### src/rtl/dmi_jtag_auth_dtm.sv
`default_nettype none
// +--------------------------------------------------------------------------+
// | dmi_jtag_auth_dtm: DTM-side DMI request engine with key-gated access,    |
// | failed-attempt counting and timed lockout.           Revision: 1.0       |
// +--------------------------------------------------------------------------+
module dmi_jtag_auth_dtm #(
  parameter int ABITS       = 7,
  parameter int MAX_FAILS   = 3,
  parameter int LOCK_CYCLES = 1024,
  parameter int CNT_W       = 16,
  localparam int DRW        = ABITS + 34,
  localparam int FW         = $clog2(MAX_FAILS + 1)
) (
  input  logic             clk_i,
  input  logic             trst_ni,
  input  logic [31:0]      key_i,
  input  logic             test_logic_reset_i,
  input  logic             capture_dr_i,
  input  logic             shift_dr_i,
  input  logic             update_dr_i,
  input  logic             dmi_access_i,
  input  logic             dtmcs_select_i,
  input  logic             dmi_reset_i,
  input  logic             dmi_hardreset_i,
  input  logic             tdi_i,
  output logic             tdo_o,
  output logic [1:0]       dmi_error_o,
  output logic             req_valid_o,
  input  logic             req_ready_i,
  output logic [ABITS-1:0] req_addr_o,
  output logic [31:0]      req_data_o,
  output logic [1:0]       req_op_o,
  input  logic             resp_valid_i,
  output logic             resp_ready_o,
  input  logic [31:0]      resp_data_i,
  input  logic [1:0]       resp_err_i,
  output logic             unlocked_o,
  output logic             locked_out_o,
  output logic [FW-1:0]    fail_cnt_o
);

  typedef enum logic [2:0] {
    IDLE       = 3'd0,
    READ       = 3'd1,
    WAIT_READ  = 3'd2,
    WRITE      = 3'd3,
    WAIT_WRITE = 3'd4,
    LOCKOUT    = 3'd5
  } state_e;

  state_e           state_q, state_d;
  logic [DRW-1:0]   dr_q, dr_d;
  logic [ABITS-1:0] addr_q, addr_d;
  logic [31:0]      data_q, data_d;
  logic [1:0]       error_q, error_d;
  logic             unlocked_q, unlocked_d;
  logic [FW-1:0]    fail_q, fail_d;
  logic [CNT_W-1:0] cnt_q, cnt_d;
  logic             hr_pend_q, hr_pend_d;

  logic [1:0]       dr_op;
  logic [31:0]      dr_data;
  logic [ABITS-1:0] dr_addr;
  logic             busy, op_failed, hr_req, hr_apply, dmi_clear, decode, in_flight;
  logic [1:0]       cap_err;

  assign dr_op   = dr_q[1:0];
  assign dr_data = dr_q[33:2];
  assign dr_addr = dr_q[DRW-1:34];

  assign in_flight = (state_q == READ) || (state_q == WAIT_READ) ||
                     (state_q == WRITE) || (state_q == WAIT_WRITE);
  assign busy      = (update_dr_i && in_flight) ||
                     (capture_dr_i && ((state_q == READ) || (state_q == WAIT_READ)));
  assign hr_req    = dmi_hardreset_i & dtmcs_select_i;
  assign dmi_clear = dmi_reset_i & dtmcs_select_i;
  // A hardreset seen mid-transaction is deferred until the handshake completes.
  assign hr_apply  = ((state_q == IDLE) && (hr_req || hr_pend_q)) ||
                     ((state_q == LOCKOUT) && hr_req);
  assign decode    = update_dr_i & dmi_access_i & (error_q == 2'd0);

  always_comb begin
    state_d    = state_q;
    addr_d     = addr_q;
    data_d     = data_q;
    unlocked_d = unlocked_q;
    fail_d     = fail_q;
    cnt_d      = cnt_q;
    hr_pend_d  = hr_pend_q;
    op_failed  = 1'b0;

    if (hr_req && in_flight) hr_pend_d = 1'b1;

    case (state_q)
      IDLE: begin
        if (hr_apply) begin
          unlocked_d = 1'b0;
          fail_d     = '0;
          hr_pend_d  = 1'b0;
        end else if (decode) begin
          addr_d = dr_addr;
          data_d = dr_data;
          case (dr_op)
            2'd3: begin
              if (dr_data == key_i) begin
                unlocked_d = 1'b1;
                fail_d     = '0;
              end else begin
                unlocked_d = 1'b0;
                fail_d     = fail_q + 1'b1;
                if (fail_q == FW'(MAX_FAILS - 1)) begin
                  state_d = LOCKOUT;
                  cnt_d   = CNT_W'(LOCK_CYCLES - 1);
                end
              end
            end
            2'd1, 2'd2: begin
              if (unlocked_q) state_d = (dr_op == 2'd1) ? READ : WRITE;
              else            op_failed = 1'b1;
            end
            default: ;
          endcase
        end
      end
      READ:  if (req_ready_i) state_d = WAIT_READ;
      WRITE: if (req_ready_i) state_d = WAIT_WRITE;
      WAIT_READ: begin
        if (resp_valid_i) begin
          state_d   = IDLE;
          data_d    = resp_data_i;
          op_failed = (resp_err_i != 2'd0);
        end
      end
      WAIT_WRITE: begin
        if (resp_valid_i) begin
          state_d   = IDLE;
          op_failed = (resp_err_i != 2'd0);
        end
      end
      LOCKOUT: begin
        if (hr_apply) begin
          state_d    = IDLE;
          unlocked_d = 1'b0;
          fail_d     = '0;
        end else if (cnt_q == '0) begin
          state_d = IDLE;
          fail_d  = '0;
        end else begin
          cnt_d = cnt_q - 1'b1;
        end
      end
      default: state_d = IDLE;
    endcase
  end

  // Clear beats busy, busy beats op-failed; a sticky busy is never downgraded.
  always_comb begin
    error_d = error_q;
    if (dmi_clear || hr_apply)            error_d = 2'd0;
    else if (busy)                        error_d = 2'd3;
    else if (op_failed && error_q != 2'd3) error_d = 2'd2;
  end

  always_comb begin
    if ((error_q == 2'd3) || busy)                      cap_err = 2'd3;
    else if ((state_q == LOCKOUT) || (error_q == 2'd2)) cap_err = 2'd2;
    else                                                cap_err = 2'd0;
  end

  always_comb begin
    dr_d = dr_q;
    if (test_logic_reset_i) begin
      dr_d = '0;
    end else if (dmi_access_i) begin
      if (capture_dr_i)    dr_d = {addr_q, data_q, cap_err};
      else if (shift_dr_i) dr_d = {tdi_i, dr_q[DRW-1:1]};
    end
  end

  always_ff @(posedge clk_i or negedge trst_ni) begin
    if (!trst_ni) begin
      state_q    <= IDLE;
      dr_q       <= '0;
      addr_q     <= '0;
      data_q     <= '0;
      error_q    <= 2'd0;
      unlocked_q <= 1'b0;
      fail_q     <= '0;
      cnt_q      <= '0;
      hr_pend_q  <= 1'b0;
    end else begin
      state_q    <= state_d;
      dr_q       <= dr_d;
      addr_q     <= addr_d;
      data_q     <= data_d;
      error_q    <= error_d;
      unlocked_q <= unlocked_d;
      fail_q     <= fail_d;
      cnt_q      <= cnt_d;
      hr_pend_q  <= hr_pend_d;
    end
  end

  always_comb begin
    case (state_q)
      READ:    req_op_o = 2'd1;
      WRITE:   req_op_o = 2'd2;
      default: req_op_o = 2'd0;
    endcase
  end

  assign tdo_o        = dr_q[0];
  assign dmi_error_o  = error_q;
  assign req_valid_o  = (state_q == READ) || (state_q == WRITE);
  assign req_addr_o   = addr_q;
  assign req_data_o   = data_q;
  assign resp_ready_o = 1'b1;
  assign unlocked_o   = unlocked_q;
  assign locked_out_o = (state_q == LOCKOUT);
  assign fail_cnt_o   = fail_q;

endmodule
`default_nettype wire
### config.mk
export PLATFORM = sky130hd
export DESIGN_NAME = dmi_jtag_auth_dtm
export DESIGN_NICKNAME = d
export VERILOG_FILES = /design/src/rtl/dmi_jtag_auth_dtm.sv
export SDC_FILE = /design/constraint.sdc
export NUM_CORES = 1
export LEC_CHECK = 0
export CAP_MARGIN = 20
export CORE_ASPECT_RATIO = 1.5
export CORE_MARGIN = 1
export CORE_UTILIZATION = 50
export DETAILED_ROUTE_END_ITERATION = 10
export HOLD_SLACK_MARGIN = 0.06
export PLACE_DENSITY = 0.83
export SETUP_SLACK_MARGIN = 0.3
export SYNTH_ARGS = -nofsm -noshare
export SYNTH_HDL_FRONTEND = slang
export SYNTH_SLANG_ARGS = --single-unit
### constraint.sdc
create_clock -name clk_i -period 4.4 [get_ports clk_i]
set_clock_uncertainty 0.1 [all_clocks]
set_input_delay 0.88 -clock clk_i [delete_from_list [all_inputs] [get_ports clk_i]]
set_output_delay 0.88 -clock clk_i [all_outputs]
set_load 0.05 [all_outputs]
# --- Word level (Yosys, flattened, before mapping) ---
# Index checks and enable logic that the tools add are counted.
classes:
  add_sub_neg: 2
  eq_ne: 32
  muxes: 57
  bitwise_logic: 5
  n_reduce_logical: 34
ops:
  columns: ["op", "n"]
  rows:
  - ["41-bit 2-to-1 mux", 4]
  - ["16-bit 2-to-1 mux", 7]
  - ["32-bit 2-to-1 mux", 3]
  - ["32-bit case mux with 2 select lines", 1]
  - ["32-bit == test", 1]
  - ["16-bit case mux with 2 select lines", 1]
  - ["3-bit 2-to-1 mux", 10]
  - ["2-bit 2-to-1 mux", 12]
  - ["2-bit inequality test, second input constant", 9]
  - ["16-bit logical NOT", 1]
  - ["16-bit by 1-bit subtractor with 16-bit output, second input constant", 1]
  - ["3-bit case mux with 5 select lines", 1]
  - ["1-bit 2-to-1 mux", 13]
  - ["3-bit inequality test, second input constant", 4]
  - ["4-bit AND reduction", 3]
  - ["2-bit == test, second input constant", 5]
  - ["1-bit logical OR", 10]
  - ["10-bit AND reduction", 1]
  - ["2-bit by 1-bit inequality test with 1-bit output, second input constant", 4]
  - ["2-bit case mux with 2 select lines", 2]
  - ["8-bit AND reduction", 1]
  - ["2-bit nonzero test", 4]
  - ["3-bit by 2-bit == test with 1-bit output, second input constant", 2]
  - ["3-bit == test, second input constant", 2]
  - ["16 further kinds", 28]
totals:
  register_bits: 105
  inputBits: 79
  elab_cells: 139

# --- Depth between registers and ports, before layout ---
logic_depth:
  ltp_word: 11
  depth_mapped: 9
  depth_no_buf: 8

# --- Worst setup path after synthesis ---
# Ideal clock, no wire load.
synth_path:
  kind: "reg-to-output"
  start: "register state_q[2]"
  end: "output port req_op_o[1]"
  t_arrival_ns: 1.739
  required_ns: 3.420
  setup_slack_ns: 1.681
  stages_incl_launch_ff: 5
  n_path_buf: 1
  path_cell_list: "dfrtp_1 > buf_6 > or2b_2 > inv_1 > and2_1"
synth_via:
  elab_chain_cells: 2
synth_rtl:
  columns: ["item", "line", "source"]
  rows:
  - ["start: declaration", "51", "state_e state_q, state_d;"]
  - ["start signal: assignment", "192", "state_q <= state_d;"]
  - ["3-bit by 2-bit == test with 1-bit output / 3-bit by 1-bit == test with 1-bit output (equally long branches)", "205", "case (state_q)"]
  - ["2-bit case mux with 2 select lines *", "205", null]
  - ["end: declaration", "32", "output logic [1:0] req_op_o,"]
# Every way passes the cells marked *; elsewhere a longest branch is shown, timed or not.

# --- Final worst setup path ---
layout_path:
  start: "register state_q[2]"
  end: "output port locked_out_o"
layout_via:
  elab_chain_cells: 1
layout_rtl:
  columns: ["item", "line", "source"]
  rows:
  - ["3-bit == test", "219", "assign locked_out_o = (state_q == LOCKOUT);"]
  - ["end: declaration", "38", "output logic locked_out_o,"]
# Every way passes these cells.

==> impl_metrics.py <==
metrics = {
    "status": {
        "status": "completed",
    },
    "synth": {
        "synth_top_area_cell": "dfrtp_1",
        "synth-seq-cells": 105,
        "synth_top_area_frac": 0.460,
        "syn-num-nets": 669,
        "async_flop_share": 1.00,
        "synth_flop_cell": "dfrtp_1",
        "synth_edf_count": 0,
        "syn_inst": 585,
        "syn_area_per_cell_um2": 9.76,
        "yosys-top-cells-area": "dfrtp_1, mux2i_1, xnor2_1",
        "synth.cell_area_um2": 5710,
        "ys_types": 58,
        "yosysWarnings": 0,
        "yosysSeqAreaShare": 0.460,
    },
    "floorplanning": {
        "die_h_um": 133,
        "dieArea_um2": 11900,
        "num_rows": 47,
        "core_area_um2": 11100,
        "start_util": 0.516,
        "die_w_um": 89.2,
        "io_pins": 129,
    },
    "worst_setup_path": {
        "worstRegToRegCells": 6,
        "slowest_stage": "clkdlybuf4s50_1",
        "crit_chain": "nand3b_1, inv_2, clkdlybuf4s50_1",
        "crit_fanout": 16,
        "r2r-start": "state_q[2]$_DFFE_PN0P_",
        "crit_family": "buffers and inverters",
        "startpoint_type": "flop",
        "required_ns": 3.42,
        "critical_path_class": "flop to primary output",
        "rr_endpoint": "cnt_q[5]$_DFFE_PN0P_",
        "r2r_slack_ns": 1.33,
        "cpPeakStageDelay_ns": 0.87,
        "end_kind": "primary output",
        "arrival_ns": 2.80,
        "cp_num_buf_inv": 2,
    },
    "placed_design": {
        "io_buffers": 127,
        "place_congestion": 0.914,
        "placed_area_um2": 7050,
        "dpl_worst_slack_ns": 1.03,
        "place_hpwl_mm": 10.9,
        "post-place-cells": 832,
    },
    "clock_network": {
        "cts_buffers": 9,
        "clk_latency_ns": 0.35,
        "cts_setup_buffers": 0,
        "cts.sinks": 105,
        "cts_tree": "done",
        "h-tree-depth": 3,
        "path_clk_slew_ns": 0.07,
        "clk_path_buf_depth": 2,
        "cts_resized": 0,
        "cts_hold_buf": 0,
        "clk_root_buffer_cell": "clkbuf_16",
    },
    "power": {
        "p_leak_nw": 3.00,
        "ir_worst_vdd_mv": 0.365,
        "total_power_mw": 4.65,
        "powerDensity_nw_per_um2": 630,
    },
    "route": {
        "firstDrtPassIters": 5,
        "wl_per_cell_um": 18.2,
        "ant_nets": 0,
        "wirelength_mm": 15.5,
        "vias_per_cell": 5.79,
        "vias": 4912,
        "drt_iter0_markers": 377,
        "drc": 0,
    },
    "timing": {
        "finalHoldViolCount": 0,
        "tns_ns": 0,
        "tightest_slew_ns": 0.813,
        "final.period_utilization": 0.859,
        "fmax_mhz": 265,
        "setup_viol": 0,
        "slew_viol_final": 0,
        "grt_setup_unrepaired": "false",
        "relSlewSlack": 0.458,
        "worst_hold_slack_ns": 0.296,
        "min_period_ns": 3.78,
        "fin_ws_ns": 0.620,
    },
    "min_path": {
        "min_path_type": "primary input to asynchronous set/reset pin",
    },
    "global_routing": {
        "grt_pass1_wl_mm": 24.8,
        "track_usage": 0.275,
        "antenna_found_initial": 0,
        "grt_start_max_net_pins": 87,
        "overflow": 0,
        "grt_pass1_vias": 5100,
    },
    "cells_and_area": {
        "layout_commonest_cell": "clkdlybuf4s50_1",
        "fin_nets": 781,
        "final_layout_size_suffix_gt1_frac": 0.0684,
        "final_util": 0.667,
        "fin_cells": 849,
        "layout_common_cells": "clkdlybuf4s50_1, dfrtp_1, mux2i_1",
        "area_growth_syn_to_layout_pct": 29.2,
        "final_area_um2": 7370,
        "diodes": 0,
        "fillerInstances": 877,
    },
    "flow_run": {
        "cap_violations": 0,
    },
}
==> flip-flops by register name, indices dropped and copies added (netlist names) <==
name	count
cnt_q	16
dmi_error_o	2
dr_q	41
fail_cnt_o	2
hr_pend_q	1
req_addr_o	7
req_data_o	32
state_q	3
unlocked_o	1
==> synthesized netlist by cell type (5+ instances only) <==
cell type,count
a22o_1,8
nand3_1,10
inv_1,8
ha_1,5
nor2_1,58
a31oi_1,5
nand4_1,10
mux2i_1,74
nand2_1,62
xnor2_1,32
a21oi_1,45
o21ai_0,51
mux2_2,7
dfrtp_1,105
clkbuf_1,14
o31ai_1,6
nor4_1,5
buf_2,12
==> layout make-up <==
cell class / count / area [um^2] / share of cell area
multi-input combinational: 439 / 2900 / 0.394
inverter: 9 / 33.8 / 0.00458
sequential: 105 / 2630 / 0.356
clock buffer: 11 / 253 / 0.0343
timing repair buffer: 133 / 1330 / 0.180
clock inverter: 5 / 43.8 / 0.00594
tap: 147 / 184 / 0.0249
==> logic make-up after synthesis <==
| group | Yosys count | synth area share |
|---|---|---|
| and+or+nand+nor | 181 | 0.152 |
| AOI/OAI and AO/OA | 138 | 0.149 |
| xor gates and xnor gates | 33 | 0.0506 |
| muxes | 81 | 0.144 |
| other | 1 | 0.000657 |
| DFF | 105 | 0.460 |
| buffers and inverters | 41 | 0.0322 |
| adders and majority gates | 5 | 0.0110 |
==> report_power, final <==
part | internal (mW) | leakage (nW) | switching, mW
Sequential | 1.25 | 1.35 | 0.351
Combinational | 0.844 | 1.50 | 1.40
Clock | 0.423 | 0.147 | 0.375
==> metal layers <==
metal | global-route usage | routed length (um) | vias to the layer above | part of all wire
li1 | - | - | 2304 | -
met1 | 0.313 | 5870 | 2371 | 0.38
met2 | 0.473 | 8060 | 201 | 0.52
met3 | 0.0643 | 1040 | 36 | 0.067
met4 | 0.131 | 510 | 0 | 0.033
met5 | 0 | 0 | - | 0
==> worst max path at each step <==
stage / startpoint / to / cells after the start
floorplan: state_q[2]$_DFFE_PN0P_ / req_op_o[1] / 4
global placement: state_q[2]$_DFFE_PN0P_ / locked_out_o / 3
detailed placement: state_q[2]$_DFFE_PN0P_ / locked_out_o / 3
CTS: state_q[2]$_DFFE_PN0P_ / locked_out_o / 3
global route: state_q[2]$_DFFE_PN0P_ / locked_out_o / 3
finish: state_q[2]$_DFFE_PN0P_ / locked_out_o / 3
Power figures use the tool's default switching activity.
